===== config.mk =====
export PLATFORM = sky130hd
export DESIGN_NAME = alarm_trigger
export DESIGN_NICKNAME = d
export VERILOG_FILES = /design/src/rtl/alarm_pkg.sv /design/src/rtl/btn_edge.sv /design/src/rtl/alarm_trigger.sv
export SDC_FILE = /design/constraint.sdc
export NUM_CORES = 1
export LEC_CHECK = 0
export CORE_MARGIN = 2
export CORE_UTILIZATION = 56
export CTS_BUF_LIST = sky130_fd_sc_hd__clkbuf_16
export CTS_CLUSTER_SIZE = 16
export DETAILED_ROUTE_END_ITERATION = 7
export GPL_TIMING_DRIVEN = 0
export PLACE_DENSITY = 0.95
export SKIP_CTS_REPAIR_TIMING = 1
export SLEW_MARGIN = 0
export SYNTH_ARGS = -nofsm -noshare
export SYNTH_HDL_FRONTEND = slang
export SYNTH_SLANG_ARGS = --single-unit

===== constraint.sdc =====
create_clock -name CLK -period 4.63 [get_ports CLK]
set_input_delay 0.926 -clock CLK [delete_from_list [all_inputs] [get_ports CLK]]
set_output_delay 0.926 -clock CLK [all_outputs]
set_load 0.01 [all_outputs]

===== src/rtl/alarm_pkg.sv =====
// Shared alarm definitions: state encodings, digit width and default timing
// constants, used by alarm-set, display and trigger blocks.
package alarm_pkg;

    localparam int DIGIT_W        = 4;
    localparam int SEC_W          = 9;
    localparam int TONE_DIV_DEF   = 25000;
    localparam int RING_SEC_DEF   = 60;
    localparam int SNOOZE_SEC_DEF = 300;
    localparam int MAX_SNOOZE_DEF = 3;

    typedef enum logic [2:0] {
        ST_IDLE   = 3'd0,
        ST_ARMED  = 3'd1,
        ST_RING   = 3'd2,
        ST_SNOOZE = 3'd3,
        ST_DONE   = 3'd4
    } alarm_state_e;

    // Raw digit compare of HH:MM against the alarm setting; no BCD validation.
    function automatic logic time_match(input logic [4*DIGIT_W-1:0] t,
                                        input logic [4*DIGIT_W-1:0] a);
        return t == a;
    endfunction

endpackage


===== src/rtl/btn_edge.sv =====
// Active-low push-button conditioner: two-flop synchroniser plus a one-cycle
// pulse on the synchronised high-to-low edge (one event per press, however long held).
module btn_edge (
    input  logic clk_i,
    input  logic rst_i,
    input  logic btn_n_i,
    output logic press_o
);

    logic sync1_q, sync2_q, prev_q;

    // Flops idle high so releasing reset never looks like a press.
    always_ff @(posedge clk_i or posedge rst_i) begin
        if (rst_i) begin
            sync1_q <= 1'b1;
            sync2_q <= 1'b1;
            prev_q  <= 1'b1;
        end else begin
            sync1_q <= btn_n_i;
            sync2_q <= sync1_q;
            prev_q  <= sync2_q;
        end
    end

    assign press_o = prev_q & ~sync2_q;

endmodule


===== src/rtl/alarm_trigger.sv =====
// Alarm trigger: rings a beeping buzzer when HH:MM reaches the alarm setting,
// with stop, limited snooze and auto-stop after a ring timeout.
module alarm_trigger
    import alarm_pkg::*;
#(
    parameter int TONE_DIV   = TONE_DIV_DEF,
    parameter int RING_SEC   = RING_SEC_DEF,
    parameter int SNOOZE_SEC = SNOOZE_SEC_DEF,
    parameter int MAX_SNOOZE = MAX_SNOOZE_DEF
) (
    input  logic               CLK,
    input  logic               RESET,
    input  logic               SEC_TICK,
    input  logic [DIGIT_W-1:0] T_H10,
    input  logic [DIGIT_W-1:0] T_H1,
    input  logic [DIGIT_W-1:0] T_M10,
    input  logic [DIGIT_W-1:0] T_M1,
    input  logic [DIGIT_W-1:0] A_H10,
    input  logic [DIGIT_W-1:0] A_H1,
    input  logic [DIGIT_W-1:0] A_M10,
    input  logic [DIGIT_W-1:0] A_M1,
    input  logic               ALARM_EN,
    input  logic               SET_MODE,
    input  logic               BT_STOP,
    input  logic               BT_SNOOZE,
    output logic               BUZZER,
    output logic               RINGING,
    output logic               SNOOZING,
    output logic [2:0]         SNOOZE_CNT
);

    localparam int               DIV_W       = (TONE_DIV > 1) ? $clog2(TONE_DIV) : 1;
    localparam logic [DIV_W-1:0] DIV_LAST    = DIV_W'(TONE_DIV - 1);
    localparam logic [SEC_W-1:0] RING_LAST   = SEC_W'(RING_SEC - 1);
    localparam logic [SEC_W-1:0] SNOOZE_LAST = SEC_W'(SNOOZE_SEC - 1);
    localparam logic [2:0]       SNOOZE_MAX  = 3'(MAX_SNOOZE);

    alarm_state_e     state_q, state_d;
    logic             match_q;
    logic [SEC_W-1:0] sec_cnt_q, sec_cnt_d;
    logic [2:0]       snooze_cnt_q, snooze_cnt_d;
    logic [DIV_W-1:0] div_q, div_d;
    logic             tone_q, tone_d;
    logic             beep_q, beep_d;
    logic             buzzer_q, buzzer_d;
    logic             ringing_q, snoozing_q;

    logic match_w, hit_w, disable_w, stop_w, snooze_w;

    btn_edge u_stop (
        .clk_i   (CLK),
        .rst_i   (RESET),
        .btn_n_i (BT_STOP),
        .press_o (stop_w)
    );

    btn_edge u_snooze (
        .clk_i   (CLK),
        .rst_i   (RESET),
        .btn_n_i (BT_SNOOZE),
        .press_o (snooze_w)
    );

    assign match_w   = time_match({T_H10, T_H1, T_M10, T_M1}, {A_H10, A_H1, A_M10, A_M1});
    // Only a fresh match rings; enabling onto an existing match stays silent.
    assign hit_w     = match_w & ~match_q;
    assign disable_w = ~ALARM_EN | SET_MODE;

    always_comb begin
        state_d      = state_q;
        snooze_cnt_d = snooze_cnt_q;
        if (state_q != ST_IDLE && disable_w) begin
            state_d      = ST_IDLE;
            snooze_cnt_d = '0;
        end else begin
            case (state_q)
                ST_IDLE: begin
                    if (ALARM_EN && !SET_MODE) state_d = ST_ARMED;
                end
                ST_ARMED: begin
                    if (hit_w) begin
                        state_d      = ST_RING;
                        snooze_cnt_d = '0;
                    end
                end
                ST_RING: begin
                    if (stop_w) begin
                        state_d = ST_DONE;
                    end else if (snooze_w) begin
                        if (snooze_cnt_q < SNOOZE_MAX) begin
                            state_d      = ST_SNOOZE;
                            snooze_cnt_d = snooze_cnt_q + 3'd1;
                        end else begin
                            state_d = ST_DONE;
                        end
                    end else if (SEC_TICK && sec_cnt_q == RING_LAST) begin
                        state_d = ST_DONE;
                    end
                end
                ST_SNOOZE: begin
                    if (stop_w) begin
                        state_d = ST_DONE;
                    end else if (SEC_TICK && sec_cnt_q == SNOOZE_LAST) begin
                        state_d = ST_RING;
                    end
                end
                // Hold here until the minute moves on so the same match cannot re-trigger.
                ST_DONE: begin
                    if (!match_w) state_d = ST_ARMED;
                end
                default: state_d = ST_IDLE;
            endcase
        end
    end

    always_comb begin
        sec_cnt_d = sec_cnt_q;
        div_d     = '0;
        tone_d    = 1'b0;
        beep_d    = beep_q;
        if (state_d != state_q) begin
            sec_cnt_d = '0;
        end else if (SEC_TICK && (state_q == ST_RING || state_q == ST_SNOOZE)) begin
            sec_cnt_d = sec_cnt_q + 1'b1;
        end
        if (state_d == ST_RING && state_q == ST_RING) begin
            if (div_q == DIV_LAST) begin
                tone_d = ~tone_q;
            end else begin
                div_d  = div_q + 1'b1;
                tone_d = tone_q;
            end
            if (SEC_TICK) beep_d = ~beep_q;
        end else if (state_d == ST_RING) begin
            beep_d = 1'b1;
        end
        buzzer_d = tone_d & beep_d & (state_d == ST_RING);
    end

    always_ff @(posedge CLK or posedge RESET) begin
        if (RESET) begin
            state_q      <= ST_IDLE;
            match_q      <= 1'b0;
            sec_cnt_q    <= '0;
            snooze_cnt_q <= '0;
            div_q        <= '0;
            tone_q       <= 1'b0;
            beep_q       <= 1'b0;
            buzzer_q     <= 1'b0;
            ringing_q    <= 1'b0;
            snoozing_q   <= 1'b0;
        end else begin
            state_q      <= state_d;
            match_q      <= match_w;
            sec_cnt_q    <= sec_cnt_d;
            snooze_cnt_q <= snooze_cnt_d;
            div_q        <= div_d;
            tone_q       <= tone_d;
            beep_q       <= beep_d;
            buzzer_q     <= buzzer_d;
            ringing_q    <= (state_d == ST_RING);
            snoozing_q   <= (state_d == ST_SNOOZE);
        end
    end

    assign BUZZER     = buzzer_q;
    assign RINGING    = ringing_q;
    assign SNOOZING   = snoozing_q;
    assign SNOOZE_CNT = snooze_cnt_q;

endmodule


After elaboration in Yosys (flattened, before gate mapping) --
Cells that the tools add are included. Widths: inputs -> output; s select.
Storage, ports and cells: output and inout bits 6, register bits 42, word-level logic and storage cells 86
Cells by class: bitwise gates (word level) 12, $lt $le $gt $ge 1, multiplexer cells 26, equality and inequality tests 15, $add $sub $neg 3, reduce and logical (&&, ||, !) cells 13
Operators by type and width (count):
- $mux 3 | 15
- $mux 15 | 2
- $mux 9 | 2
- $eq 16x16->1 | 1
- $add 15x1->15 const B | 1
- $eq 15x15->1 const B | 1
- $pmux 3 s5 | 1
- $eq 3x2->1 const B | 4
- $ne 3x3->1 const B | 4
- $add 9x1->9 const B | 1
- $eq 9x6->1 const B | 1
- $eq 9x9->1 const B | 1
- $logic_and 1x1->1 | 6
- $not 1->1 | 6
- $pmux 3 s2 | 1
- $reduce_bool 3->1 | 2
- $and 1x1->1 | 5
- $mux 1 | 5
- $reduce_and 5->1 | 1
- $add 3x1->3 const B | 1
- $eq 3x1->1 const B | 1
- $eq 3x3->1 const B | 1
- $logic_not 3->1 | 1
- $lt 3x2->1 const B | 1
- other kinds (5) | 5

Longest topological paths before layout --
depth in word-level cells 12, depth in mapped cells 7, gate-level depth less buffers 7

Modules after synthesis --
A second synthesis with hierarchy kept.
Unflattened totals: cell total of the unflattened synthesis 245, area, all modules 2514.9 µm²
Modules (own cells, without submodules):
- alarm_trigger | area an instance 2322.2 µm², times used 1, cells an instance 235
- btn_edge | area an instance 96.3 µm², times used 2, cells an instance 5

Worst setup path before layout --
No wires, ideal clock.
path type input port to flip-flop, from input port A_M10[3], to register buzzer_q (netlist: BUZZER), data required time 4.548 ns, setup slack 2.005 ns, path buffers 0, cell stages on the path 6, library setup time 0.082 ns, data arrival time 2.543 ns, cell sequence xnor2_1 > nand4_1 > or4_4 > nor4b_4 > o211ai_2 > nor3_2
Between the ends: longest elaborated chain between the ends 10, elaborated cells on any way between the ends 13
RTL lines:
- start: declaration | RTL line alarm_trigger.sv:20 | input logic [DIGIT_W-1:0] A_M10,
- $eq 16x16->1 (*) | RTL line alarm_pkg.sv:23 | return t == a;
- $and 1x1->1 | RTL line alarm_trigger.sv:66 | assign hit_w = match_w & ~match_q;
- $mux 3 | RTL line alarm_trigger.sv:81 | if (hit_w) begin
- $pmux 3 s5 (*) | RTL line alarm_trigger.sv:76 | case (state_q)
- $mux 3 (*) | RTL line alarm_trigger.sv:72 | if (state_q != ST_IDLE && disable_w) begin
- $eq 3x2->1 (*) | RTL line alarm_trigger.sv:126, alarm_trigger.sv:134, alarm_trigger.sv:137
- $mux 1 / $logic_and 1x1->1 (equally long branches) | RTL line alarm_trigger.sv:134, alarm_trigger.sv:126
- $mux 1 | RTL line alarm_trigger.sv:126 | if (state_d == ST_RING && state_q == ST_RING) begin
- $and 1x1->1 | RTL line alarm_trigger.sv:137 | buzzer_d = tone_d & beep_d & (state_d == ST_RING);
- $and 1x1->1 (*) | RTL line alarm_trigger.sv:137
- named net buzzer_d | RTL line alarm_trigger.sv:45 | logic buzzer_q, buzzer_d;
- end signal: assignment | RTL line alarm_trigger.sv:160 | buzzer_q <= buzzer_d;
- end: declaration | RTL line alarm_trigger.sv:45
Mark *: on every way through the listed nets, which the timed path passes. The rest lies on a longest branch. A chain may end at the register's enable or synchronous reset.

Worst setup path in the final report --
from input port SEC_TICK, to register buzzer_q (netlist: BUZZER)
Between the ends: longest elaborated chain between the ends 11, elaborated cells on any way between the ends 17
RTL lines:
- start: declaration | RTL line alarm_trigger.sv:13 | input logic SEC_TICK,
- $logic_and 1x1->1 | RTL line alarm_trigger.sv:96 | end else if (SEC_TICK && sec_cnt_q == RING_LAST) begin
- $mux 3 | RTL line alarm_trigger.sv:96
- $mux 3 | RTL line alarm_trigger.sv:89 | end else if (snooze_w) begin
- $mux 3 | RTL line alarm_trigger.sv:87 | if (stop_w) begin
- $pmux 3 s5 | RTL line alarm_trigger.sv:76
- $mux 3 | RTL line alarm_trigger.sv:72
- $eq 3x2->1 | RTL line alarm_trigger.sv:126, alarm_trigger.sv:134, alarm_trigger.sv:137
- $mux 1 / $logic_and 1x1->1 (equally long branches) | RTL line alarm_trigger.sv:134, alarm_trigger.sv:126
- $mux 1 | RTL line alarm_trigger.sv:126
- $and 1x1->1 | RTL line alarm_trigger.sv:137
- $and 1x1->1 (*) | RTL line alarm_trigger.sv:137
- named net buzzer_d | RTL line alarm_trigger.sv:45
Marks and branches as above.

==> impl_metrics.ini <==
[critical_path]
reg2reg_to = BUZZER
path_buf_inv = 1
crit_type = input pin to register
critPathTopFamily = compound AO/OA/AOI/OAI gates
critPathCaptureType = register
slowest_delay_ns = 0.69
critPathSlowestCell = a221oi_1
rr_worst_depth = 7
crit_chain = clkdlybuf4s50_1, and4bb_1, nand4b_1, a221oi_1, o211ai_2, nor3_2
worst-path-max-fanout = 9
r2r-start = sec_cnt_q[0]
critPathRequiredTime_ns = 4.82
rrSetupSlack_ns = 2.12
critical_path_arrival_ns = 3.36
worstSetupStartpointType = input pin

[timing]
rsz0062_at_grt = no
hold_viol = 0
slew-limit-headroom_pct = 42.68
final_max_slew_viol_count = 0
timing.final.crit_period_ns = 3.164
finalCritPeriodShare_pct = 68.33
finClkSkew_ns = 0.008418
timing.fmax_mhz = 316.1
setup_viol = 0
fin_setup_tns_ns = 0
tightest_slew_ns = 0.8586

[global_routing]
met1_usage_pct = 30.51
busiest_layer = met2
grt_pass1_vias = 2000
grt_use_total_pct = 25.96
grt_max_degree = 43
grt_remaining_overflow = 0
grt.met3_usage_pct = 4.383
use_met2_pct = 48.20
grt_antenna_before_repair = 0
grt_pass1_wl_um = 9080

[hold_path]
whs_path_depth = 0
hold_class = register to register
worstHoldStart = u_stop.sync1_q
hold_end = u_stop.sync2_q

[logic_synthesis]
ys_seq_area_share_pct = 45.10
synth_edf_count = 0
synth_cell_types = 49
yosys_register_bits = 42
syn_area_um2 = 2347
synth.avg_cell_area_um2 = 9.699
synthCells = 242
ys_warn_count = 0
synth_ff_type = dfrtp_1
async_flop_share_pct = 100.0
synthesis.nets = 284

[route]
vias = 2003
first_iter_violations = 177
viasPerCell = 5.823
totalWireLength_um = 5598
dr.pass1.iters = 4
ant_nets = 0
drc = 0
detail_route.wl_per_cell_um = 16.27

[clocking]
clk_latency_ns = 0.28
root_buffer = clkbuf_16
cts_buffers = 5
path_clk_slew_ns = 0.06
clk_path_buf_depth = 2
cts_max_level = 2
cts_tree = built
clock-sinks = 42

[placed_design]
placed_area_um2 = 2850
gp_congestion = 0.9237
portBuffers = 44
hpwlAfterDp_um = 3930

[finish]
multiInputGateArea_um2 = 1244
antenna_cells = 0
fillers = 280
syn2layout_area_growth_pct = 28.36
final_cell_mix = clkdlybuf4s50_1 (44), nor2_1 (38), dfrtp_1 (36)
design_area_um2 = 3013
ff_latch_area_um2 = 1059
drive_gt1_share_pct = 8.503
layout_commonest_cell = clkdlybuf4s50_1
finalNetCount = 335

[die]
initial_core_util_pct = 58.26
core_um2 = 4029
die_area_um2 = 4725
die_y_um = 68.74
boundaryPins = 45
dieWidth_um = 68.74
rows = 23

[power]
p_leak_nw = 1.239
irDropWorstVdd_v = 0.0002207
p_total_w = 0.0009407
powerDensity_nw_per_um2 = 312.2

[flow_run]
cap_violations = 0

[run_status]
status = completed
[synth_stat cells, drive strengths merged, types with 2 or more instances]
cell,number,area share [%]
nor2b,4,1.1
a21oi,6,1.4
inv,8,1.3
or4,2,0.80
nor4b,3,1.8
and2,2,0.53
xnor2,25,9.3
nor3,9,2.1
dfrtp,36,38
o2111ai,2,1.0
xor2,14,5.2
o21ai,7,1.5
dfstp,6,6.7
nand3,11,2.3
nand4,8,2.1
and3,6,1.6
buf,3,0.64
nor3b,3,1.2
and3b,2,0.75
nand2b,4,1.1
a211oi,3,0.96
ha,3,1.6
nand2,18,2.9
nor2,39,6.3
a221oi,2,0.75
[power breakdown]
group          total (W)  switching, W  internal (W)
sequential      0.000383    0.00000647      0.000377
clock           0.000386      0.000136      0.000250
combinational   0.000171     0.0000927     0.0000785
[layer usage]
layer  up-vias  wire length (µm)
li1        954                 -
met1       955              2279
met2        80              2948
met3        14               281
met4         0                88
met5         -                 0
[worst register-to-register path: stages, from the launching register on]
cell and delay [ns]:
dfrtp_1 0.41, ha_1 0.24, and3b_1 0.20, and4b_1 0.21, or4_1 0.41, a21oi_2 0.35, o211ai_2 0.28, nor3_2 0.31
[area by class of cell]
type                       instances  share of cell area, %
buffer                             3                 0.4983
timing repair buffer              44                  14.62
sequential                        42                  35.13
clock inverter                     3                  1.246
clock buffer                       5                  4.153
tap                               50                  2.076
multi-input combinational        189                  41.28
inverter                           8                 0.9967
[state kept, by name (all words and copies together) (netlist names), 3 cells and up]
| name | flops |
|---|---|
| div_q | 15 |
| sec_cnt_q | 9 |
| SNOOZE_CNT | 3 |
| state_q | 3 |
[kinds of logic (layout without fill, tap and decap cells)]
group           Yosys count  count (layout)  share of synthesized area [%]
flops                    42              42                          45.10
fa+ha+maj                 3               3                          1.599
compound gates           29              29                          9.435
mux                       1               1                         0.4265
simple gates            117             117                          26.97
xor+xnor                 39              39                          14.55
buf+inv                  11              63                          1.919
[worst max-delay path by stage]
stage / startpoint / endpoint / slack, ns / cells after the start
final: SEC_TICK / BUZZER / 1.47 / 6
after global routing: SEC_TICK / BUZZER / 1.32 / 6
after CTS: SEC_TICK / BUZZER / 1.44 / 6
after detailed placement: T_M1[3] / sec_cnt_q[1] / 1.30 / 7
after global placement: SEC_TICK / BUZZER / 1.34 / 6
after floorplan: A_M10[3] / BUZZER / 2.01 / 6
[per-stage QoR]
step	hold slack, ns	utilization (%)	cells	setup WS, ns
detailed placement	0.3476	70.75	336	1.303
floorplan	0.3452	-	242	2.005
global route	0.3627	74.78	344	1.324
CTS	0.3555	74.78	344	1.441
finish	0.3555	74.78	344	1.466
global placement	0.3454	70.75	336	1.344
Power figures use the tool's default switching activity.
